[config.mk]
export PLATFORM = sky130hd
export DESIGN_NAME = traffic_phase_ctrl_flat
export DESIGN_NICKNAME = d
export VERILOG_FILES = /design/src/rtl/traffic_phase_ctrl_if.sv /design/src/rtl/traffic_phase_ctrl.sv /design/src/flat_wrapper.sv
export SDC_FILE = /design/constraint.sdc
export NUM_CORES = 1
export LEC_CHECK = 0
export ABC_AREA = 1
export BUFFER_PORTS_ARGS = -buffer_cell sky130_fd_sc_hd__buf_2
export CAP_MARGIN = 20
export CORE_UTILIZATION = 52
export DETAILED_ROUTE_END_ITERATION = 6
export GPL_TIMING_DRIVEN = 0
export PLACE_DENSITY = 0.73
export SLEW_MARGIN = 30
export SYNTH_ARGS = -nofsm -noshare
export SYNTH_HDL_FRONTEND = slang
export SYNTH_SLANG_ARGS = --single-unit
[constraint.sdc]
create_clock -name clk -period 1.6 [get_ports clk]
set_input_delay 0.08 -clock clk [delete_from_list [all_inputs] [get_ports clk]]
set_output_delay 0.08 -clock clk [all_outputs]
set_load 0.005 [all_outputs]
[src/rtl/traffic_phase_ctrl_if.sv]
// Sensor, timer and lamp signals of the intersection controller.
// The bench drives through the master modport and the controller uses the slave modport.
interface traffic_phase_ctrl_if;
    logic       car;
    logic       ped_req;
    logic       night;
    logic       tick;
    logic       ts;
    logic       tl;
    logic       st;
    logic [1:0] hl;
    logic [1:0] fl;
    logic       walk;
    logic [2:0] state_o;

    modport master (
        output car, ped_req, night, tick, ts, tl,
        input  st, hl, fl, walk, state_o
    );

    modport slave (
        input  car, ped_req, night, tick, ts, tl,
        output st, hl, fl, walk, state_o
    );
endinterface

[src/rtl/traffic_phase_ctrl.sv]
// Highway/farm-road intersection controller with pedestrian service and night flashing.
// Define PED_WALK_EN to include the pedestrian request latch and walk lamp.
module traffic_phase_ctrl #(
    parameter int GUARD     = 2,
    parameter int FLASH_DIV = 1
) (
    input  logic                 clk,
    input  logic                 rst_n,
    traffic_phase_ctrl_if.slave  bus
);
    localparam int GW = (GUARD < 1) ? 1 : $clog2(GUARD + 1);
    localparam int DW = 4;
    localparam logic [GW-1:0] GUARD_LOAD = GW'(GUARD);
    localparam logic [GW-1:0] GUARD_ZERO = GW'(0);
    localparam logic [GW-1:0] GUARD_ONE  = GW'(1);
    localparam logic [DW-1:0] DIV_ZERO   = DW'(0);
    localparam logic [DW-1:0] DIV_ONE    = DW'(1);
    localparam logic [DW-1:0] DIV_LAST   = DW'(FLASH_DIV - 1);

    typedef enum logic [2:0] {
        S_HG     = 3'd0,
        S_HY     = 3'd1,
        S_FG     = 3'd2,
        S_FY     = 3'd3,
        S_ALLRED = 3'd4,
        S_FLASH  = 3'd5
    } state_e;

    state_e        state_q, state_d;
    logic          st_q, st_d;
    logic [1:0]    hl_q, hl_d;
    logic [1:0]    fl_q, fl_d;
    logic [GW-1:0] guard_q, guard_d;
    logic [DW-1:0] div_q, div_d;
    logic          phase_q, phase_d;
    logic          ts_e_s;
    logic          tl_e_s;
    logic          hg_req_s;
    logic          fg_hold_s;
    logic          change_s;

`ifdef PED_WALK_EN
    logic          ped_q, ped_d;
    logic          walk_q, walk_d;
    logic          hy_to_fg_s;
`else
    logic          unused_ped_s;
    assign unused_ped_s = bus.ped_req;
`endif

    // {hl, fl} for a state; unknown codes show all-red
    function automatic logic [3:0] light_code(input state_e s, input logic ph);
        logic [3:0] code;
        case (s)
            S_HG:     code = 4'b01_11;
            S_HY:     code = 4'b10_11;
            S_FG:     code = 4'b11_01;
            S_FY:     code = 4'b11_10;
            S_ALLRED: code = 4'b11_11;
            S_FLASH:  code = ph ? 4'b10_11 : 4'b00_00;
            default:  code = 4'b11_11;
        endcase
        return code;
    endfunction

    // Next-state selection; timer flags count only once the settle window has passed
    always_comb begin
        state_d = state_q;
        ts_e_s  = bus.ts & (guard_q == GUARD_ZERO);
        tl_e_s  = bus.tl & (guard_q == GUARD_ZERO);
`ifdef PED_WALK_EN
        hg_req_s  = bus.car | ped_q;
        fg_hold_s = walk_q;
`else
        hg_req_s  = bus.car;
        fg_hold_s = 1'b0;
`endif
        case (state_q)
            S_HG: begin
                if (bus.night || (tl_e_s && hg_req_s)) state_d = S_HY;
                else                                   state_d = S_HG;
            end
            S_HY: begin
                if (ts_e_s && bus.night) state_d = S_FLASH;
                else if (ts_e_s)         state_d = S_FG;
                else                     state_d = S_HY;
            end
            S_FG: begin
                if (bus.night || tl_e_s)                        state_d = S_FY;
                else if (ts_e_s && !bus.car && !fg_hold_s)      state_d = S_FY;
                else                                            state_d = S_FG;
            end
            S_FY: begin
                if (ts_e_s && bus.night) state_d = S_FLASH;
                else if (ts_e_s)         state_d = S_HG;
                else                     state_d = S_FY;
            end
            S_FLASH: begin
                if (!bus.night) state_d = S_ALLRED;
                else            state_d = S_FLASH;
            end
            S_ALLRED: begin
                if (bus.night)   state_d = S_FLASH;
                else if (ts_e_s) state_d = S_HG;
                else             state_d = S_ALLRED;
            end
            default: state_d = S_HG;
        endcase
    end

    // Restart strobe, settle window, flash divider, pedestrian latch and lamp decode
    always_comb begin
        change_s = (state_d != state_q);
        st_d     = change_s;

        if (change_s)                    guard_d = GUARD_LOAD;
        else if (guard_q != GUARD_ZERO)  guard_d = guard_q - GUARD_ONE;
        else                             guard_d = GUARD_ZERO;

        div_d   = div_q;
        phase_d = phase_q;
        if (change_s) begin
            div_d   = DIV_ZERO;
            phase_d = 1'b0;
        end else if ((state_q == S_FLASH) && bus.tick) begin
            if (div_q == DIV_LAST) begin
                div_d   = DIV_ZERO;
                phase_d = ~phase_q;
            end else begin
                div_d   = div_q + DIV_ONE;
                phase_d = phase_q;
            end
        end else begin
            div_d   = div_q;
            phase_d = phase_q;
        end

`ifdef PED_WALK_EN
        hy_to_fg_s = (state_q == S_HY) && (state_d == S_FG);
        if (state_q == S_FLASH) ped_d = 1'b0;
        else if (hy_to_fg_s)    ped_d = 1'b0;
        else                    ped_d = ped_q | bus.ped_req;

        // A request arriving in the very cycle of the HY->FG hand-over is served now
        if (hy_to_fg_s)             walk_d = ped_q | bus.ped_req;
        else if (state_d == S_FG)   walk_d = walk_q;
        else                        walk_d = 1'b0;
`endif

        {hl_d, fl_d} = light_code(state_d, phase_d);
    end

    // Controller state register with synchronous active-low reset
    always_ff @(posedge clk) begin
        if (!rst_n) begin
            state_q <= S_HG;
            st_q    <= 1'b1;
            hl_q    <= 2'b01;
            fl_q    <= 2'b11;
            guard_q <= GUARD_LOAD;
            div_q   <= DIV_ZERO;
            phase_q <= 1'b0;
`ifdef PED_WALK_EN
            ped_q   <= 1'b0;
            walk_q  <= 1'b0;
`endif
        end else begin
            state_q <= state_d;
            st_q    <= st_d;
            hl_q    <= hl_d;
            fl_q    <= fl_d;
            guard_q <= guard_d;
            div_q   <= div_d;
            phase_q <= phase_d;
`ifdef PED_WALK_EN
            ped_q   <= ped_d;
            walk_q  <= walk_d;
`endif
        end
    end

    assign bus.st      = st_q;
    assign bus.hl      = hl_q;
    assign bus.fl      = fl_q;
    assign bus.state_o = state_q;
`ifdef PED_WALK_EN
    assign bus.walk    = walk_q;
`else
    assign bus.walk    = 1'b0;
`endif
endmodule

[src/flat_wrapper.sv]
// flat-port wrapper written by rule: the top's interface ports become plain ports
module traffic_phase_ctrl_flat 
#(
    parameter int GUARD     = 2,
    parameter int FLASH_DIV = 1
)
  (clk, rst_n, bus_car, bus_ped_req, bus_night, bus_tick, bus_ts, bus_tl, bus_st, bus_hl, bus_fl, bus_walk, bus_state_o);
  traffic_phase_ctrl_if bus_i ();
  input  logic clk;
  input  logic rst_n;
  input wire logic [$bits(bus_i.car)-1:0] bus_car;
  input wire logic [$bits(bus_i.ped_req)-1:0] bus_ped_req;
  input wire logic [$bits(bus_i.night)-1:0] bus_night;
  input wire logic [$bits(bus_i.tick)-1:0] bus_tick;
  input wire logic [$bits(bus_i.ts)-1:0] bus_ts;
  input wire logic [$bits(bus_i.tl)-1:0] bus_tl;
  output wire logic [$bits(bus_i.st)-1:0] bus_st;
  output wire logic [$bits(bus_i.hl)-1:0] bus_hl;
  output wire logic [$bits(bus_i.fl)-1:0] bus_fl;
  output wire logic [$bits(bus_i.walk)-1:0] bus_walk;
  output wire logic [$bits(bus_i.state_o)-1:0] bus_state_o;
  assign bus_i.car = bus_car;
  assign bus_i.ped_req = bus_ped_req;
  assign bus_i.night = bus_night;
  assign bus_i.tick = bus_tick;
  assign bus_i.ts = bus_ts;
  assign bus_i.tl = bus_tl;
  assign bus_st = bus_i.st;
  assign bus_hl = bus_i.hl;
  assign bus_fl = bus_i.fl;
  assign bus_walk = bus_i.walk;
  assign bus_state_o = bus_i.state_o;
  traffic_phase_ctrl #(.GUARD(GUARD), .FLASH_DIV(FLASH_DIV)) u_core (.clk(clk), .rst_n(rst_n), .bus(bus_i));
endmodule
; ---- Word-level counts from Yosys, hierarchy flattened
; Cells that the tools add are included.
[op_classes]
reduce_logical = 14
muxes = 18
eq_ne = 10
addsub = 2
bitwise = 5
n_div = 0
mul = 0
order_cmp = 0
n_shift = 0
[ops]
columns = cell, n
row1 = 4-bit case mux with 5 select lines, 1
row2 = 3-bit case mux with 6 select lines, 1
row3 = 3-bit 2-to-1 mux, 5
row4 = 3-bit by 2-bit equality test with 1-bit output (second input constant), 4
row5 = 3-bit equality test (second input constant), 3
row6 = 4-bit 2-to-1 mux, 2
row7 = 3-bit by 1-bit equality test with 1-bit output (second input constant), 2
row8 = 3-bit logical NOT, 2
row9 = 1-bit 2-to-1 mux, 6
row10 = 2-bit 2-to-1 mux, 3
row11 = 4-bit by 1-bit adder with 4-bit output (second input constant), 1
row12 = 1-bit logical AND, 4
row13 = 4-bit logical NOT, 1
row14 = 3-bit inequality test, 1
row15 = 1-bit inverter, 3
row16 = 3-bit OR reduction, 1
row17 = 1-bit AND, 2
row18 = 2-bit logical NOT, 1
row19 = 1-bit logical OR, 2
row20 = 2-bit nonzero test, 1
row21 = 2-bit OR reduction, 1
row22 = 2-bit by 1-bit subtractor with 2-bit output (second input constant), 1
row23 = 1-bit logical NOT, 1
[word_totals]
mem_bits_rw = 0
out_inout_bits = 9
latchBits = 0
rom_bits = 0
register_bits = 15
in_bits = 8
wordCells = 57
memories = 0

; ---- Depth between registers and ports, before layout
[logic_depth]
depth_word = 10
ltp_mapped = 14
ltp_nobuf = 14

; ---- Worst setup path before layout
; OpenSTA, ideal clock, no wires.
[synth_timing]
path_kind = register to register
startpoint = register u_core.state_q[2], in the netlist u_core.bus.state_o[2]
endpoint = register u_core.fl_q[0], in the netlist u_core.bus.fl[0]
arrival_ns = 1.254
path_stages_with_launch = 12
setup_ns = 0.058
path_slack_ns = 0.288
required_time_ns = 1.542
path_buffers = 1
cell_sequence = dfxtp_1 -> buf_6 -> inv_2 -> nor3_1 -> nand2_1 -> o211ai_1 -> nand3_2 -> nor2_4 -> nand2_2 -> nand2_1 -> nand2_1 -> nand2_1
[synth_between]
elab_chain_cells = 6
word_cells_on_any_way = 18
cone_classes = eq/ne: 10 / mux: 5 / reduce/logical: 3
[synth_lines]
columns = element, line
row1 = "start, declared", traffic_phase_ctrl.sv:29  ; state_e state_q, state_d;
row2 = "start signal, assigned", traffic_phase_ctrl.sv:168  ; state_q <= state_d;
row3 = 3-bit equality test (tied with other cells), traffic_phase_ctrl.sv:78  ; case (state_q)
row4 = 3-bit case mux with 6 select lines or 1-bit logical AND (tied branches), "traffic_phase_ctrl.sv:78, traffic_phase_ctrl.sv:125"
row5 = 3-bit inequality test or 1-bit 2-to-1 mux (tied branches), "traffic_phase_ctrl.sv:113, traffic_phase_ctrl.sv:125"
row6 = 1-bit 2-to-1 mux, traffic_phase_ctrl.sv:122  ; if (change_s) begin
row7 = 4-bit 2-to-1 mux, traffic_phase_ctrl.sv:60  ; S_FLASH: code = ph ? 4'b10_11 : 4'b00_00;
row8 = 4-bit case mux with 5 select lines *, traffic_phase_ctrl.sv:54  ; case (s)
row9 = "end signal, assigned", traffic_phase_ctrl.sv:171  ; fl_q <= fl_d;
row10 = "end, declared", traffic_phase_ctrl.sv:32  ; logic [1:0] fl_q, fl_d;
; Mark *: on every way between the ends. The rest lies on a longest branch, timed or not.
; A chain may end at the register's enable or synchronous reset.

; ---- Worst setup path after layout
[layout_timing]
startpoint = register u_core.state_q[0], in the netlist u_core.bus.state_o[0]
endpoint = register u_core.fl_q[1], in the netlist u_core.bus.fl[1]
; Same word-level chain as after synthesis.

==> flow_metrics.tcl <==
set metrics [dict create \
    die_h_um 41.52 \
    via_per_inst 4.893 \
    cts.sink_count 15 \
    grt_pass1_wl_um 2615 \
    powerDensity_nw_per_um2 892.4 \
    worst_setup_path_start_kind "register" \
    critPathMaxFanout 6 \
    hold_path_class "in2reg" \
    ys_ff_latch 15 \
    holdWs_ps 35.93 \
    portBuffers 14 \
    cts_tree "done" \
    cap_viol_max_count 0 \
    fin_skew_ps 2.252 \
    post-route-period-util_pct 92.64 \
    cts_made_buffers 3 \
    die_w_um 41.52 \
    setup_tns_ps 0 \
    ys_warn_count 0 \
    die_area_um2 1724 \
    hold_buffers 0 \
    clk_latency_ps 290 \
    layout.nets 136 \
    async_reset_ff_share_pct 0 \
    num_antenna_cells 0 \
    grtUsageTotal_pct 19.58 \
    routed_wl_um 1512 \
    place_area_um2 900.9 \
    drt_iter0_markers 6 \
    drtPass1Iterations 4 \
    avgSynthCellArea_um2 7.589 \
    core.rowCount 13 \
    worst-setup-path-type "reg2reg" \
    vdd_ir_drop_max_v 0.0005246 \
    synthToLayoutAreaGrowth_pct 14.95 \
    drv_slew 0 \
    grt-ovfl-total 0 \
    power.share.combinational_pct 22.5 \
    crit_chain "inv_2 > nor2_4 > nand4_1 > nand3_1 > inv_1 > nor2_1 > nand2_1 > nand2_1 > nand2_1" \
    path_clk_slew_ps 90 \
    antenna_left 0 \
    setup_viol 0 \
    final_hold_viol_count 0 \
    status "finished clean" \
    slowest_delay_ps 470 \
    power_frac_clock_pct 26.6 \
    leakagePower_nw 0.4490 \
    htree_levels 1 \
    synth_area_um2 812.0 \
    seqPwrFrac_pct 50.9 \
    synth-seq-area-share_pct 36.98 \
    synth_edf_count 0 \
    fin_area_um2 933.4 \
    slowest_stage "dfxtp_1" \
    clk_path_buf_depth 2 \
    worstPathArrival_ps 1670 \
    cts-root-buf "clkbuf_4" \
    grt_max_degree 10 \
    critical_path_buf_inv_count 2 \
    cts_resized 0 \
    rsz0062_at_grt "false" \
    drive_gt1_share_pct 33.60 \
    synthCells 107 \
    p_sw_w 0.0002673 \
    synthesis.nets 117 \
    vias 685 \
    netlist-cell-type-count 26 \
    start_util_pct 58.73 \
    core_um2 1383 \
    dp_hpwl_um 1180 \
    sw_frac_of_total_pct 32.09 \
    max_freq_mhz 674.7 \
    gp_congestion 0.8696 \
    finish.utilization_pct 67.51 \
    synth_flop_cell "dfxtp_1" \
    ios 17 \
    cp_top_family "simple AND/OR/NAND/NOR gates" \
    antenna_found_initial 0 \
    wire_per_inst_um 10.80 \
    worst_setup_path_end_kind "register" \
    final.min_clock_period_ps 1482 \
    drc 0 \
    cp_data_required_time_ps 1790 \
    cpMostUsedCell "nand2_1" \
    grt_pass1_vias 652 \
    intPower_w 0.0005657 \
    cts_setup_buffers 0 \
]
Yosys cell counts (all sizes together), types with 2 or more instances:
| library cell | count | area share [%] |
|---|---|---|
| ha | 2 | 3.1 |
| a21oi | 3 | 2.8 |
| xor2 | 4 | 4.3 |
| nand4 | 2 | 2.3 |
| buf | 2 | 2.3 |
| nor2 | 15 | 10 |
| nor3 | 5 | 4.9 |
| nand3 | 7 | 4.9 |
| nand2 | 26 | 14 |
| o21ai | 3 | 1.8 |
| o211ai | 2 | 1.8 |
| dfxtp | 15 | 37 |
| inv | 18 | 8.3 |
flip-flops by register name, indices dropped and copies added, names as in the netlist:
signal              cells
u_core.phase_q          1
u_core.bus.st           1
u_core.guard_q          2
u_core.bus.hl           2
u_core.div_q            4
u_core.bus.state_o      3
u_core.bus.fl           2
layout make-up:
type	count	area, um^2
Inverter	18	67.56
Fill cell	131	449.2
Clock buffer	3	22.52
Buffer	2	18.77
Timing Repair Buffer	14	70.07
Tap cell	15	18.77
Clock inverter	1	5.005
Sequential cell	15	300.3
Multi-Input combinational cell	72	430.4
path summary, 6_finish.rpt:
check                           slack, ps                end  cells after the start                   from
worst max register to register        120   u_core.bus.fl[1]                      9  u_core.bus.state_o[0]
worst min-delay path                   40   u_core.bus.hl[0]                      2                  rst_n
worst min register to register        500  u_core.guard_q[0]                      1      u_core.guard_q[0]
worst max-delay path                  120   u_core.bus.fl[1]                      9  u_core.bus.state_o[0]
layer usage:
layer	GRT usage [%]	routed length [um]	share of wire, %
met5	0	0	0
met4	9.677	31	2.1
met2	35.31	739	49
met3	3.913	54	3.6
met1	21.47	686	45
logic make-up after synthesis:
family	share of synthesized area, %
flops	36.98
compound gates	6.470
xor+xnor	4.314
buf+inv	10.63
fa+ha+maj	3.081
other cells	0.4618
simple gates	38.06
cell usage in the layout (no fill, tap or decap), types with 2 or more instances in the layout:
cell type,netlist,final
nand2_1,21,21
inv_1,15,15
dfxtp_1,15,15
buf_2,0,14
nor2_1,9,9
nand3_1,6,5
nor2_2,4,4
nand2_2,4,4
xor2_1,4,4
inv_2,3,3
o21ai_1,3,3
nor3_2,3,3
clkbuf_4,0,3
nand3_2,1,2
nor2_4,2,2
a21oi_2,2,2
nor3_1,2,2
o211ai_1,2,2
ha_1,2,2
through the flow:
stage          cells  setup WS (ps)   power, W
2_1_floorplan    107          288.1  0.0005617
6_report         140          117.8  0.0008330
3_3_place_gp     136          165.2  0.0006119
4_1_cts          140          116.4  0.0008346
3_5_place_dp     136          155.8  0.0006172
5_1_grt          140         0.3595  0.0008741
power groups by stage:
| stage | clock, W | sequential (W) | combinational (W) |
|---|---|---|---|
| floorplan | 0 | 0.000432 | 0.000130 |
| global placement | 0 | 0.000430 | 0.000182 |
| detailed placement | 0 | 0.000432 | 0.000185 |
| CTS | 0.000223 | 0.000424 | 0.000188 |
| global route | 0.000235 | 0.000427 | 0.000212 |
| finish | 0.000222 | 0.000424 | 0.000188 |
(Power assumes the default switching activity.)
